File: src/rtl/instr_sequencer.sv
// Multi-cycle fetch / operand / store / execute control FSM for the accumulator CPU.
// Optional macro INSTR_CNT_EN adds a 32-bit retired-instruction counter output.
module instr_sequencer #(
   parameter int unsigned ADDR_W  = 8,
   parameter int unsigned DATA_W  = 8,
   parameter int unsigned INSTR_W = 14
) (
   input  logic               clk,
   input  logic               rst,
   output logic               mem_req,
   output logic               mem_we,
   output logic [ADDR_W-1:0]  mem_addr,
   output logic [DATA_W-1:0]  mem_wdata,
   input  logic [INSTR_W-1:0] mem_rdata,
   input  logic               mem_ack,
   output logic [5:0]         ir_op,
   output logic [ADDR_W-1:0]  ir_c,
   output logic [DATA_W-1:0]  di,
   input  logic [DATA_W-1:0]  acc_in,
   input  logic [ADDR_W-1:0]  pc_in,
   input  logic               acc_update,
   input  logic               br_taken,
   output logic               acc_we,
   output logic               pc_inc,
   output logic               pc_load,
   output logic               halted
`ifdef INSTR_CNT_EN
   ,
   output logic [31:0]        retired
`endif
);

   localparam int unsigned OP_W = 6;
   localparam logic [OP_W-1:0] OP_STORE = 6'b101000;
   localparam logic [OP_W-1:0] OP_HALT  = 6'b111111;

   typedef enum logic [2:0] {
      S_FETCH,
      S_DECODE,
      S_OPRD,
      S_STORE,
      S_EXEC,
      S_HALT
   } state_t;

   state_t state;
   state_t state_nx;

   // state register
   always_ff @(posedge clk) begin
      if (rst) state <= S_FETCH;
      else     state <= state_nx;
   end

   // next-state logic
   always_comb begin
      state_nx = state;
      case (state)
         S_FETCH:  if (mem_ack) state_nx = S_DECODE;
         S_DECODE: begin
            if (!ir_op[OP_W-1])       state_nx = ir_op[0] ? S_EXEC : S_OPRD;
            else if (ir_op == OP_STORE) state_nx = S_STORE;
            else if (ir_op == OP_HALT)  state_nx = S_HALT;
            else                        state_nx = S_EXEC;
         end
         S_OPRD:   if (mem_ack) state_nx = S_EXEC;
         S_STORE:  if (mem_ack) state_nx = S_EXEC;
         S_EXEC:   state_nx = S_FETCH;
         S_HALT:   state_nx = S_HALT;
         default:  state_nx = S_FETCH;
      endcase
   end

   // strobes decoded from the state register; held at idle while rst is asserted
   always_comb begin
      mem_req  = 1'b0;
      mem_we   = 1'b0;
      mem_addr = pc_in;
      acc_we   = 1'b0;
      pc_inc   = 1'b0;
      pc_load  = 1'b0;
      halted   = 1'b0;
      if (!rst) begin
         case (state)
            S_FETCH: mem_req = 1'b1;
            S_OPRD: begin
               mem_req  = 1'b1;
               mem_addr = ir_c;
            end
            S_STORE: begin
               mem_req  = 1'b1;
               mem_we   = 1'b1;
               mem_addr = ir_c;
            end
            S_EXEC: begin
               acc_we  = acc_update;
               pc_load = br_taken;
               pc_inc  = ~br_taken;
            end
            S_HALT:  halted = 1'b1;
            default: ;
         endcase
      end
   end

   assign mem_wdata = acc_in;

   // instruction register and operand latch
   always_ff @(posedge clk) begin
      if (rst) begin
         ir_op <= '1;
         ir_c  <= '0;
         di    <= '0;
      end else begin
         case (state)
            S_FETCH: if (mem_ack) begin
               ir_op <= mem_rdata[INSTR_W-1 -: OP_W];
               ir_c  <= mem_rdata[ADDR_W-1:0];
            end
            S_DECODE: if (!ir_op[OP_W-1] && ir_op[0]) di <= DATA_W'(ir_c);
            S_OPRD:   if (mem_ack) di <= mem_rdata[DATA_W-1:0];
            default: ;
         endcase
      end
   end

`ifdef INSTR_CNT_EN
   // one count per executed instruction; wraps naturally
   always_ff @(posedge clk) begin
      if (rst)                  retired <= '0;
      else if (state == S_EXEC) retired <= retired + 32'd1;
   end
`endif

endmodule
File: config.mk
export PLATFORM = sky130hd
export DESIGN_NAME = instr_sequencer
export DESIGN_NICKNAME = d
export VERILOG_FILES = /design/src/rtl/instr_sequencer.sv
export SDC_FILE = /design/constraint.sdc
export NUM_CORES = 1
export LEC_CHECK = 0
export ABC_AREA = 0
export CORE_ASPECT_RATIO = 0.8
export CORE_MARGIN = 5
export CORE_UTILIZATION = 38
export CTS_CLUSTER_DIAMETER = 30
export DETAILED_ROUTE_END_ITERATION = 12
export PLACE_DENSITY = 0.91
export SYNTH_ARGS = -nofsm -noshare
export SYNTH_HDL_FRONTEND = slang
export SYNTH_SLANG_ARGS = --single-unit
export TNS_END_PERCENT = 20
File: constraint.sdc
create_clock -name clk -period 2.1 [get_ports clk]
set_input_delay 0.42 -clock clk [delete_from_list [all_inputs] [get_ports clk]]
set_output_delay 0.42 -clock clk [all_outputs]
set_load 0.05 [all_outputs]
After elaboration in Yosys (flattened, before gate mapping)
Cells that the tools add are included.

Equal/unequal tests: 11. Bitwise operators: 1. Reductions and logical operators: 9. Muxes and demuxes: 24.

Operator list (count): $mux 8 (4); $pmux 8 s2 (1); $mux 3 (5); $mux 1 (13); $eq 6x6->1 const B (2); $pmux 3 s4 (1); $eq 3x2->1 const B (2); $eq 3x3->1 const B (2); $ne 2x2->1 const B (3); $reduce_and 2->1 (2); $eq 3x1->1 const B (1); $logic_not 3->1 (1); $reduce_and 3->1 (1); $reduce_or 3->1 (1); $ne 2x1->1 const B (1); $reduce_bool 2->1 (1); $reduce_or 2->1 (1); $logic_and 1x1->1 (1); $logic_not 1->1 (1); $not 1->1 (1).

Flip-flop bits (word level): 25. Word-level logic and storage cells: 49. Bits of input ports: 35.

Logic depth before layout (Yosys ltp)
Depth in word-level cells: 5. Mapped depth: 5.

Worst setup path before layout
Ideal clock, no wire load.

Path type: input to output. Start: input port rst. End: output port pc_inc. Path slack: -525 ps. Buffers on the path: 1. Cell stages on the path: 3. Data arrival time: 2205 ps. Cells stage by stage: clkbuf_1 -> nand2b_1 -> nor4_1.

Word-level cells in the longest chain between the ends: 1.

RTL lines: start, declared (line 9) `input logic rst,`; $mux 1 (line 83) `if (!rst) begin`; end, declared (line 24) `output logic pc_inc,`.

No other way between the ends.

Worst setup path in the final report
Start: input port rst. End: output port mem_addr[6].

Word-level cells in the longest chain between the ends: 1.

RTL lines: $mux 8 (line 83); end, declared (line 12) `output logic [ADDR_W-1:0] mem_addr,`.

No other way between the ends.

==> impl_results.md <==
- Vias: roughly 1400
- CP required: 1.68 ns
- Cell Pwr Density: 638 nW/µm²
- Cells after Synth: 155
- R2R Path End: di[4]
- Crit Reg-Reg Startpoint: state[0]
- Async S/R FF share, synth: 0%
- Slew HR: between 60% and 70%
- Routed Antenna Nets: 0
- Setup bufs post-CTS: 0
- Number of remaining DRC errors: 0
- Hold Crit Class: flop to flop
- P_leak: 0.803 nW
- Tcrit/Tclk final: 97.0%
- Critical path class: primary input to output port
- Post-Syn Area per Cell: 8.97 µm²
- Vias in the first global route: 1295
- Design area: 2140 µm²
- Leading area contributor after synthesis: dfxtp_1
- Clock skew: around 0.0015 ns
- Initial DRT Pass Iterations: 4
- Syn Nets: 190
- Largest net degree at the start of global routing: 27
- Final Setup Violations: 0
- P&R area growth vs syn: 54.3%
- Clk root buf: clkbuf_8
- Synthesized area: 1390 µm²
- RSZ-0062 raised after global routing: no
- Input/output buffers: slightly above 60
- CTS tree: built
- Nets: 250
- Fmax achieved: between 0.4 and 0.5 GHz
- FF-to-FF path depth: 3
- Layout cells sized above 1: 22.4%
- Top-area cell type share of the netlist area: between 30% and 40%
- Seq cells post-synth: 25
- Tmin final: 2.04 ns
- Cts bufs inserted: 3
- Critical Path AT: approximately 1.6 ns
- Starting DRC count in detailed routing: 92
- WL final: 3840 µm
- Site Rows: 19
- Clk slew on worst S/H paths: 0.08 ns
- Pre-CTS WS: -0.112 ns
- Worst Hold Launch: ir_c[0]
- Die Ht: 64.1 µm
- First-pass GRT wire length: between 6000 and 7000 µm
- Final core area utilization: 61.8%
- Count of cell types in the netlist: 36
- CTS H-Tree Depth: 1
- Gr ovfl total: 0
- Post-synth top flop: dfxtp_1
- Post-synthesis sequential area ratio: 36.0%
- Via density: 5.30
- Startpoint Class: primary input
- Die span in x: between 70 and 80 µm
- Die area: 4980 µm²
- Initial Utilization: 40.1%
- CP Max Fanout: 4
- EDFF count, synth: 0
- Yosys warning count: 0
- Clock sink count: 25
- Synth top area cells: dfxtp_1, a211oi_1, nand2_1, mux2_2, mux2i_1
- Min-Delay Path Depth: 2
- GRT Resource Usage Total: 14.6%
- Critical Path Max Stage Delay: 0.33 ns
- GPL Wtd Cong: 0.822
- CP endpoint kind: output port
- Clock buffer depth: 2
- Maximum capacitance violations: 0
- Hold Path Sink: ir_c[0]
- Reg-to-reg slack, setup: 0.42 ns
- Final worst-path setup slack: 0.0639 ns
- Fin Hold WS: between 0.4 and 0.5 ns
- I/O pin count: 79
- Diode count: 0
- Routed length per instance: 15.0 µm
- Hpwl dp: 2900 µm
- Clk Latency, worst-skew pair: 0.27 ns
- Slew Viols, Final: 0
- Slew @ Worst Pin: approximately 0.55 ns
- CP Cell Sequence: dlygate4sd2_1, nor3b_4, buf_6, mux2_2, buf_4
- Status: completed
- Slowest CP cell: mux2_2
- Core region area: approximately 3500 µm²
- Final Hold Violating Endpoints: 0
- Post-DP Area: 2090 µm²
- Initial antenna violation count: 0
- Max VDD drop: 623 µV
## critical path, delay by kind of cell
family	cells	cell delay (ns)
muxes	1	0.33
and+or+nand+nor	1	0.24
buffers and inverters	3	0.62
## layer usage
metal	track usage (%)	up-vias	share of wire (%)
met5	0	-	0
met1	19.2	614	45
met3	6.04	4	8.7
met2	23.0	66	45
li1	-	674	-
met4	2.15	0	0.86
## Yosys cell counts, drive strengths merged (2+ instances only)
master	instances
nand2	30
clkbuf	6
or4b	2
mux2	8
buf	15
mux2i	8
a21oi	9
nor3b	3
nand2b	3
and2	3
dfxtp	25
nand3b	6
a211oi	18
inv	2
## how the worst max path moves through the flow
stage,from,end,slack (ns),depth (start not counted)
floorplan,rst,mem_req,-0.27,3
global placement,rst,mem_addr[4],-0.09,5
detailed placement,rst,mem_addr[6],-0.11,5
CTS,rst,mem_addr[6],0.06,5
global route,state[0],mem_req,0.003,4
finish,rst,mem_addr[6],0.06,5
## sequential cells by signal, indices dropped and copies added (netlist names)
register and cells:
state 3, ir_c 8, ir_op 6, di 8
## where the power goes
group / internal, mW / switching, mW
Clock: 0.133 / 0.149
Combinational: 0.214 / 0.307
Sequential: 0.516 / 0.0490
Total: 0.863 / 0.505
## final cells by class
type	count	area, µm²
Inverter	2	7.51
Tap cell	42	52.6
Timing Repair Buffer	76	772
Fill cell	281	1330
Clock inverter	1	5.00
Clock buffer	3	41.3
Multi-Input combinational cell	107	766
Sequential cell	25	500
## stage by stage
| step | power [mW] | TNS, ns | std cells |
|---|---|---|---|
| 4_1_cts | 1.38 | 0 | 256 |
| 2_1_floorplan | 0.929 | -0.265 | 155 |
| 5_1_grt | 1.43 | 0 | 256 |
| 3_3_place_gp | 1.09 | -0.767 | 252 |
| 6_report | 1.37 | 0 | 256 |
| 3_5_place_dp | 1.10 | -0.974 | 252 |
## cell usage in the layout, fill, tap and decap left out, drive strengths merged, types with 6 or more instances in the layout
cell	netlist	layout
a211oi	18	18
a21oi	9	9
buf	15	28
clkdlybuf4s50	0	47
dfxtp	25	25
mux2	8	8
mux2i	8	8
nand2	30	30
nand3b	6	6
## logic make-up after synthesis
group                  synth area share [%]
AND/OR/NAND/NOR                        25.6
AO/OA/AOI/OAI                          16.8
flip-flops                             36.0
buffers and inverters                  9.36
multiplexers                           12.2
## what timing repair did
item	in CTS	in global routing
endpoints found under the setup margin	11	0
hold buffers	0	0
resized for setup	3	0
(Power assumes the default switching activity.)
